$ cat config.mk
export PLATFORM = sky130hd
export DESIGN_NAME = pdm_modulator
export DESIGN_NICKNAME = d
export VERILOG_FILES = /design/src/rtl/pdm_pkg.sv /design/src/rtl/ds2_loop.sv /design/src/rtl/pdm_modulator.sv
export SDC_FILE = /design/constraint.sdc
export NUM_CORES = 1
export LEC_CHECK = 0
export BUFFER_PORTS_ARGS = -buffer_cell sky130_fd_sc_hd__clkbuf_2
export CORE_AREA = 2 2 131 133
export CTS_BUF_LIST = sky130_fd_sc_hd__clkbuf_16
export CTS_CLUSTER_DIAMETER = 80
export CTS_CLUSTER_SIZE = 40
export DETAILED_ROUTE_END_ITERATION = 10
export DIE_AREA = 0 0 133 135
export GPL_TIMING_DRIVEN = 0
export PLACE_DENSITY_LB_ADDON = 0.15
export SETUP_SLACK_MARGIN = 0.5
export SYNTH_ARGS = -nofsm -noshare
export SYNTH_HDL_FRONTEND = slang
export SYNTH_SLANG_ARGS = --single-unit
$ cat constraint.sdc
create_clock -name clk -period 8.71 [get_ports clk]
set_input_delay 2.1775 -clock clk [delete_from_list [all_inputs] [get_ports clk]]
set_output_delay 2.1775 -clock clk [all_outputs]
set_load 0.05 [all_outputs]
$ cat src/rtl/pdm_pkg.sv
// Shared constants and state encoding for the PCM-to-PDM modulator.
package pdm_pkg;

  localparam int unsigned PCM_W_DEF = 16;
  localparam int unsigned OSR_DEF   = 64;

  function automatic int unsigned fb_mag(input int unsigned pcm_w);
    return 32'd1 << (pcm_w - 32'd1);
  endfunction

  // Loop feedback magnitude: one full-scale PCM step, 2^(PCM_W-1).
  localparam int unsigned FB_MAG_DEF = fb_mag(PCM_W_DEF);

  typedef enum logic {
    IDLE = 1'b0,
    RUN  = 1'b1
  } state_e;

endpackage

$ cat src/rtl/ds2_loop.sv
// Second-order delta-sigma loop: two saturating integrators and a sign comparator.
module ds2_loop
  import pdm_pkg::*;
#(
  parameter int unsigned PCM_W  = PCM_W_DEF,
  parameter int unsigned ACC_W  = PCM_W + 6,
  parameter int unsigned FB_MAG = FB_MAG_DEF
) (
  input  logic                    clk,
  input  logic                    rst_n,
  input  logic                    en_i,
  input  logic                    clr_i,
  input  logic signed [PCM_W-1:0] sample_i,
  input  logic                    fb_i,
  output logic                    bit_o_c
);

  localparam int unsigned EXT_W = ACC_W + 2;
  localparam logic signed [EXT_W-1:0] FB_P   = EXT_W'(FB_MAG);
  localparam logic signed [EXT_W-1:0] SAT_HI = {3'b000, {(ACC_W-1){1'b1}}};
  localparam logic signed [EXT_W-1:0] SAT_LO = {3'b111, {(ACC_W-1){1'b0}}};

  logic signed [ACC_W-1:0] i1_q, i1_d, i2_q, i2_d;
  logic signed [EXT_W-1:0] x_c, fb_c, sum1_c, sum2_c;

  function automatic logic signed [ACC_W-1:0] sat(input logic signed [EXT_W-1:0] v);
    if (v > SAT_HI) begin
      return SAT_HI[ACC_W-1:0];
    end else if (v < SAT_LO) begin
      return SAT_LO[ACC_W-1:0];
    end else begin
      return v[ACC_W-1:0];
    end
  endfunction

  // Input is halved (-6 dB) so the loop never runs out of feedback headroom.
  always_comb begin
    x_c     = {{(EXT_W-PCM_W+1){sample_i[PCM_W-1]}}, sample_i[PCM_W-1:1]};
    fb_c    = fb_i ? FB_P : -FB_P;
    sum1_c  = {{2{i1_q[ACC_W-1]}}, i1_q} + x_c - fb_c;
    i1_d    = sat(sum1_c);
    sum2_c  = {{2{i2_q[ACC_W-1]}}, i2_q} + {{2{i1_d[ACC_W-1]}}, i1_d} - fb_c;
    i2_d    = sat(sum2_c);
    bit_o_c = ~i2_d[ACC_W-1];
  end

  always_ff @(posedge clk or negedge rst_n) begin
    if (!rst_n) begin
      i1_q <= '0;
      i2_q <= '0;
    end else if (clr_i) begin
      i1_q <= '0;
      i2_q <= '0;
    end else if (en_i) begin
      i1_q <= i1_d;
      i2_q <= i2_d;
    end
  end

endmodule

$ cat src/rtl/pdm_modulator.sv
// PCM sample stream to 1-bit PDM: holding buffer, zero-order hold phase counter and run/idle FSM.
module pdm_modulator
  import pdm_pkg::*;
#(
  parameter int unsigned PCM_W = PCM_W_DEF,
  parameter int unsigned OSR   = OSR_DEF,
  parameter int unsigned ACC_W = PCM_W + 6
) (
  input  logic                    clk,
  input  logic                    reset,
  input  logic signed [PCM_W-1:0] pcm_data,
  input  logic                    pcm_valid,
  output logic                    pcm_ready,
  output logic                    pdm_out,
  output logic                    sample_tick,
  output logic                    underrun,
  output logic                    running
);

  localparam int unsigned PHASE_W = (OSR > 1) ? $clog2(OSR) : 1;
  localparam logic [PHASE_W-1:0] PHASE_LAST = PHASE_W'(OSR - 1);

  state_e                  state_q, state_d;
  logic signed [PCM_W-1:0] buf_q, buf_d, cur_q, cur_d;
  logic                    buf_full_q, buf_full_d;
  logic [PHASE_W-1:0]      phase_q, phase_d;
  logic                    pdm_q, pdm_d;
  logic                    tick_q, tick_d;
  logic                    underrun_q, underrun_d;
  logic                    running_q, running_d;
  logic                    load_c, accept_c, clr_c, wrap_c, loop_bit_c;

  always_comb begin
    state_d    = state_q;
    buf_d      = buf_q;
    buf_full_d = buf_full_q;
    cur_d      = cur_q;
    phase_d    = phase_q;
    pdm_d      = pdm_q;
    tick_d     = 1'b0;
    underrun_d = 1'b0;
    load_c     = 1'b0;
    clr_c      = 1'b0;
    wrap_c     = (phase_q == PHASE_LAST);

    unique case (state_q)
      IDLE: begin
        pdm_d   = ~pdm_q;
        phase_d = '0;
        if (buf_full_q) begin
          load_c  = 1'b1;
          state_d = RUN;
        end
      end
      RUN: begin
        pdm_d   = loop_bit_c;
        phase_d = wrap_c ? '0 : phase_q + PHASE_W'(1);
        if (wrap_c) begin
          if (buf_full_q) begin
            load_c = 1'b1;
          end else begin
            // Starved: drop to idle with a clean loop so the toggle restarts at 0.
            underrun_d = 1'b1;
            state_d    = IDLE;
            clr_c      = 1'b1;
            cur_d      = '0;
            pdm_d      = 1'b0;
          end
        end
      end
      default: state_d = IDLE;
    endcase

    if (load_c) begin
      cur_d   = buf_q;
      tick_d  = 1'b1;
      phase_d = '0;
    end

    // A load frees the buffer in the same cycle, so a new sample can slip in behind it.
    pcm_ready = !buf_full_q || load_c;
    accept_c  = pcm_valid && pcm_ready;
    if (accept_c) begin
      buf_d      = pcm_data;
      buf_full_d = 1'b1;
    end else if (load_c) begin
      buf_full_d = 1'b0;
    end

    running_d = (state_d == RUN);
  end

  always_ff @(posedge clk or negedge reset) begin
    if (!reset) begin
      state_q    <= IDLE;
      buf_q      <= '0;
      buf_full_q <= 1'b0;
      cur_q      <= '0;
      phase_q    <= '0;
      pdm_q      <= 1'b0;
      tick_q     <= 1'b0;
      underrun_q <= 1'b0;
      running_q  <= 1'b0;
    end else begin
      state_q    <= state_d;
      buf_q      <= buf_d;
      buf_full_q <= buf_full_d;
      cur_q      <= cur_d;
      phase_q    <= phase_d;
      pdm_q      <= pdm_d;
      tick_q     <= tick_d;
      underrun_q <= underrun_d;
      running_q  <= running_d;
    end
  end

  ds2_loop #(
    .PCM_W (PCM_W),
    .ACC_W (ACC_W),
    .FB_MAG(fb_mag(PCM_W))
  ) u_loop (
    .clk     (clk),
    .rst_n   (reset),
    .en_i    (running_q),
    .clr_i   (clr_c),
    .sample_i(cur_q),
    .fb_i    (pdm_q),
    .bit_o_c (loop_bit_c)
  );

  assign pdm_out     = pdm_q;
  assign sample_tick = tick_q;
  assign underrun    = underrun_q;
  assign running     = running_q;

endmodule

==> results of run 1 <==
==> critical path: cells and delay by family (launching register included) <==
| kind | cells | cell delay, ns |
|---|---|---|
| XOR/XNOR | 2 | 0.30 |
| adder cells (fa/ha/maj) | 6 | 1.52 |
| buffers and inverters | 4 | 0.50 |
| AO/OA/AOI/OAI | 22 | 3.84 |
| AND/OR/NAND/NOR | 11 | 1.55 |
| flip-flops | 1 | 0.39 |
==> cell families (layout without fill, tap and decap cells) <==
family                   Yosys count  count (layout)  synth area share
AO/OA/AOI/OAI                    224             224             0.268
XOR/XNOR                          48              48            0.0651
adder cells (fa/ha/maj)           70              70             0.140
buffers and inverters             69             166            0.0440
flip-flops                        85              85             0.329
multiplexers                      15              15            0.0261
AND/OR/NAND/NOR                  166             166             0.127
==> synth_stat cells, types with 3 or more instances <==
master / count
dfrtp_1: 85
ha_1: 66
nor2_1: 46
nand2_1: 43
inv_1: 42
o21ai_0: 42
a21oi_1: 36
xnor2_1: 28
nand3_1: 20
xor2_1: 20
a221o_1: 18
clkbuf_1: 17
o221ai_2: 17
a22o_1: 15
mux2_2: 15
a21o_1: 14
a211oi_1: 9
nand2b_1: 9
o211ai_1: 8
o21a_1: 8
a31oi_1: 7
nor2b_1: 7
nor3_1: 7
or3_1: 7
a21boi_0: 5
and3_1: 5
buf_2: 5
nand4_1: 5
a2bb2oi_1: 4
fa_1: 4
o21bai_1: 4
o2bb2ai_1: 4
or2_2: 4
and2_1: 3
and4_1: 3
o211a_1: 3
o21ai_1: 3
==> report_power, final <==
| group | internal, mW | switching [mW] |
|---|---|---|
| sequential | 0.403 | 0.00430 |
| combinational | 0.00994 | 0.0108 |
| clock | 0.223 | 0.172 |
| total | 0.636 | 0.187 |
==> final cells by class <==
class	count	area, sq um	area share
plain buffers	26	194	0.0235
clock buffers	9	225	0.0272
clock inverters	6	68.8	0.00833
inverters	43	161	0.0195
multi-input cells	523	4600	0.556
flip-flops and latches	85	2130	0.257
well taps	220	275	0.0333
repair buffers	82	614	0.0743
==> per-layer routing <==
layer | global-route usage | vias up
met5 | 0 | -
met4 | 0.0806 | 0
met3 | 0.0285 | 23
met2 | 0.340 | 84
met1 | 0.251 | 2754
li1 | - | 2699
==> what timing repair did <==
action / CTS / global route
pin swaps: 58 / 50
cloned: 3 / 0
buffers inserted: 33 / 23
hold buffers: 0 / 0
gates resized for setup: 105 / 53
setup endpoints to repair: 23 / 23
==> path summary, 6_finish.rpt <==
kind | start | endpoint | slack (ns) | depth (start not counted)
max | cur_q[1] | u_loop.i2_q[2] | 0.47 | 45
min | phase_q[0] | phase_q[0] | 0.47 | 1
max reg2reg | cur_q[1] | u_loop.i2_q[2] | 0.47 | 45
min reg2reg | phase_q[0] | phase_q[0] | 0.47 | 1
max in group asynchronous | reset | u_loop.i2_q[15] | 6.24 | 2
min in group asynchronous | reset | phase_q[1] | 1.82 | 1
==> layout by cell type (no fill, tap or decap), types with 4 or more instances in the layout <==
cell type / instances
nor2_1: 41
a31oi_1: 6
nor2b_1: 5
o211ai_1: 8
or2_2: 4
nor3_1: 7
ha_2: 4
o21bai_1: 4
ha_4: 12
o221ai_2: 18
or3_1: 4
o21ai_0: 22
nand2b_1: 8
nand3_1: 18
clkbuf_16: 9
a21oi_2: 9
and3_1: 5
clkbuf_2: 23
xor2_1: 20
dfrtp_1: 85
a22o_1: 15
nand2_1: 40
a211oi_2: 4
a211oi_1: 5
xnor2_1: 25
clkbuf_1: 10
buf_4: 54
buf_6: 11
o21ai_2: 13
a221o_1: 18
o2bb2ai_1: 4
ha_1: 50
o21ai_1: 8
inv_1: 41
mux2_2: 15
o21a_1: 8
nand4_1: 5
a21o_1: 14
a21oi_1: 24
==> sequential cells by signal, indices dropped and copies added, names as in the netlist <==
register,cells
pdm_out,1
u_loop.i1_q,22
phase_q,6
underrun,1
buf_full_q,1
sample_tick,1
u_loop.i2_q,22
buf_q,15
running,1
cur_q,15
==> impl_metrics.ini, run 1 <==
[outcome]
status = finished clean

[clocking]
clk_pin_slew_ns = 0.07
clock_latency_ns = 0.35
cts-root-buf = clkbuf_16
cts_sinks = 85
htreeDepth = 3
numCtsBuffers = 9
cts_tree = done
cts.path.max_buffers = 2

[synth]
ys_ff_latch = 85
syn_inst = 677
ys.warnings.count = 0
synth-async-reset-ratio = 1.00
netlist_area_sq_um = 6460
synthTopCellsByArea = dfrtp_1 33%, ha_1 13%, o221ai_2 4.0%
synth_top_area_frac = 0.329
synth_nets = 766
synth_area_leader_cell = dfrtp_1
ys_types = 67
synth_edf_count = 0
yosysSeqAreaShare = 0.329
avgSynthCellArea_sq_um = 9.54
synthFlopType = dfrtp_1

[final_layout]
diodes = 0
layout.nets = 859
finalCoreUtilization = 0.504
instances_no_fill = 994
stdcell_area_sq_um = 8270
syn_to_final_growth_pct = 27.9
n_fill_cell = 1471
drive_gt1_frac = 0.311

[hold_path]
hold_path.class = flop to flop

[timing]
holdWs_ns = 0.471
fin_skew_ns = 0.0103
tightestPinTransition_ns = 1.08
fin_ws_ns = 0.469
finalHoldViolCount = 0
setup-tns-final_ns = 0
report.final.setup_viol = 0
rsz0062_at_grt = yes
finalCriticalPeriod_ns = 8.24
fmax_ghz = 0.121
slew_violations = 0
fin_crit_sh = 0.946
slew_headroom = 0.278

[worst_setup_path]
crit_type = flop to flop
cp.arrival_ns = 8.48
end_kind = flop
cp.required_ns = 8.94
crit_path_top_delay_cell = dfrtp_1
cp_max_fo = 8
worst_path_most_repeated_cell = a21oi_2
cp-start-kind = flop
cpPeakStageDelay_ns = 0.39

[power_and_ir_drop]
p_total_mw = 0.823
ir_worst_vdd_mv = 0.0811
power_density_nw_per_um2 = 99.6
power_leakage_nw = 3.69

[place]
place_inst = 920
place_ws_ns = -1.29
gp_congestion = 0.856
dpl.hpwl_um = 11800
dpl_cell_area_sq_um = 6880
io_buffers = 22

[drt]
drcViolationCount = 0
vias = 5560
viasPerCell = 5.59
drt_iter0_markers = 330
top_layer_used = met4
dr_wl_met3_um = 541
wl_met1_um = 7910
antenna_left = 0
first_pass_iters = 4
wire_per_inst_um = 17.3
dr_wl_met2_um = 8420
drt-total-wl_um = 17200

[run]
maxCapViolations = 0

[global_routing]
grt_usage = 0.198
grt_pass1_vias = 5754
grt-ovfl-total = 0
grt_max_degree = 52
grt_first_pass_wirelength_um = 28400
antenna_found_initial = 0

[die]
fp.coreArea_sq_um = 16400
initial_core_util = 0.394
fp-row-count = 47
io_pins = 24
die_area_sq_um = 18000
die_x_um = 133
die_h_um = 135
Power figures use the tool's default switching activity.
==> run 2, diff against run 1 <==
--- a/config.mk
+++ b/config.mk
@@ -6,12 +6,12 @@
 export NUM_CORES = 1
 export LEC_CHECK = 0
 export BUFFER_PORTS_ARGS = -buffer_cell sky130_fd_sc_hd__clkbuf_2
-export CORE_AREA = 2 2 131 133
+export CORE_AREA = 2 2 125 127
 export CTS_BUF_LIST = sky130_fd_sc_hd__clkbuf_16
 export CTS_CLUSTER_DIAMETER = 80
 export CTS_CLUSTER_SIZE = 40
 export DETAILED_ROUTE_END_ITERATION = 10
-export DIE_AREA = 0 0 133 135
+export DIE_AREA = 0 0 127 129
 export GPL_TIMING_DRIVEN = 0
 export PLACE_DENSITY_LB_ADDON = 0.15
 export SETUP_SLACK_MARGIN = 0.5
==> impl_metrics.ini, run 2 (synthesis gave the netlist of run 1 again) <==
[global_routing]
antenna_found_initial = 0
grt.met1_usage = 0.282
grtUsageMet3 = 0.0266
grt_first_pass_wirelength_um = 27600
grtUsageMet2 = 0.356
grt-ovfl-total = 0
grt_usage = 0.211
grt_max_degree = 67
grt.busiest_layer = met2
grt_pass1_vias = 5573

[timing]
tightestPinTransition_ns = 1.07
finalHoldViolCount = 0
fin_ws_ns = 0.263
slew_headroom = 0.286
fin_crit_sh = 0.970
report.final.setup_viol = 0
finalCriticalPeriod_ns = 8.45
fmax_ghz = 0.118
slew_violations = 0
rsz0062_at_grt = yes
fin_skew_ns = 0.0107

[worst_setup_path]
cp.depth = 44
rr_worst_depth = 44
crit_type = flop to flop
worst_path_most_repeated_cell = a21oi_2
cp.required_ns = 8.94
cpPeakStageDelay_ns = 0.41
crit_path_top_delay_cell = dfrtp_1
cp-start-kind = flop
worst-path-buf-inv = 6
cp.arrival_ns = 8.68
cp_max_fo = 5
path_delay_family = compound AO/OA/AOI/OAI gates
end_kind = flop

[power_and_ir_drop]
ir_worst_vdd_mv = 0.0906
power_density_nw_per_um2 = 98.0
power_leakage_nw = 3.75

[clocking]
cts_sinks = 85
clock_latency_ns = 0.35
clk_pin_slew_ns = 0.06
htreeDepth = 3
cts_tree = done
cts-root-buf = clkbuf_16
numCtsBuffers = 9
cts.path.max_buffers = 2

[drt]
antenna_left = 0
vias = 5575
drt_iter0_markers = 357
wire_per_inst_um = 17.1
first_pass_iters = 4
viasPerCell = 5.74
drt-total-wl_um = 16600
drcViolationCount = 0

[final_layout]
layout.nets = 868
final_cell_mix = 85 x dfrtp_1, 63 x buf_4, 49 x ha_1, 42 x nor2_1, 41 x inv_1
layout_commonest_cell = dfrtp_1
finalCoreUtilization = 0.559
n_fill_cell = 1309
drive_gt1_frac = 0.322
multi_input_area_sq_um = 4670
stdcell_area_sq_um = 8370
register_area_sq_um = 2130
top_regs = u_loop.i1_q x22, u_loop.i2_q x22
syn_to_final_growth_pct = 29.6
diodes = 0

[place]
place_ws_ns = -1.29
dpl.hpwl_um = 11600
io_buffers = 22
gp_congestion = 0.848
dpl_cell_area_sq_um = 6840

[run]
maxCapViolations = 0

[die]
die_h_um = 129
die_area_sq_um = 16400
die_x_um = 127
initial_core_util = 0.431
fp.coreArea_sq_um = 15000
io_pins = 24
fp-row-count = 45

[outcome]
status = finished clean

[hold_path]
hold_path.class = flop to flop
min_path_cells = 1
-- run 2: cell types whose count changed in the layout (fill, tap and decap cells not counted), sizes merged --
cell and change:
clkinv +2, buf +9, inv -2
-- run 2: worst paths after layout --
| kind | end | from | slack [ns] |
|---|---|---|---|
| worst min register to register | phase_q[0] | phase_q[0] | 0.47 |
| worst max-delay path | u_loop.i2_q[19] | cur_q[1] | 0.26 |
| min in group asynchronous | u_loop.i1_q[21] | reset | 1.76 |
| worst min-delay path | phase_q[0] | phase_q[0] | 0.47 |
| max in group asynchronous | u_loop.i1_q[16] | reset | 6.30 |
| worst max register to register | u_loop.i2_q[19] | cur_q[1] | 0.26 |
-- run 2: metal layers --
| layer | up-vias | part of all wire |
|---|---|---|
| li1 | 2726 | - |
| met4 | 0 | 0.022 |
| met1 | 2714 | 0.46 |
| met3 | 30 | 0.031 |
| met2 | 105 | 0.48 |
| met5 | - | 0 |
-- run 2: layout make-up --
cell class                      instances  share of cell area
Clock buffer                            9              0.0269
Inverter                               43              0.0193
Sequential cell                        85               0.254
Timing Repair Buffer                   91              0.0822
Tap cell                              188              0.0281
Multi-Input combinational cell        523               0.557
Clock inverter                          6             0.00867
Buffer                                 26              0.0236
-- run 2: repair_timing --
action | in CTS | in global routing
hold buffers | 0 | 0
gates cloned | 2 | 1
pin swaps | 54 | 54
setup endpoints to repair | 23 | 23
buffers inserted | 49 | 16
resized for setup | 106 | 59
-- run 2: where the power goes --
| group | switching (mW) | leakage [nW] | internal, mW | total (mW) |
|---|---|---|---|---|
| sequential | 0.00419 | 1.15 | 0.403 | 0.407 |
| combinational | 0.0106 | 2.46 | 0.00994 | 0.0205 |
| clock | 0.170 | 0.142 | 0.223 | 0.393 |
-- run 2: metrics by stage --
stage               TNS [ns]  total power [mW]  std cells  hold slack [ns]
floorplan                  0             0.420        677            0.433
global placement      -20.71             0.433        887            0.456
detailed placement    -25.43             0.436        888            0.458
CTS                        0             0.829        954            0.466
global route          -0.984             0.845        971            0.495
finish                     0             0.820        971            0.466
-- run 2: worst register-to-register path, delay by kind of cell (launching register included) --
family                     cells  cell delay [ns]
AOI/OAI and AO/OA             22             4.37
buffers and inverters          6             0.82
xor gates and xnor gates       3             0.42
adders and majority gates      5             1.20
DFF                            1             0.41
and+or+nand+nor                8             1.09
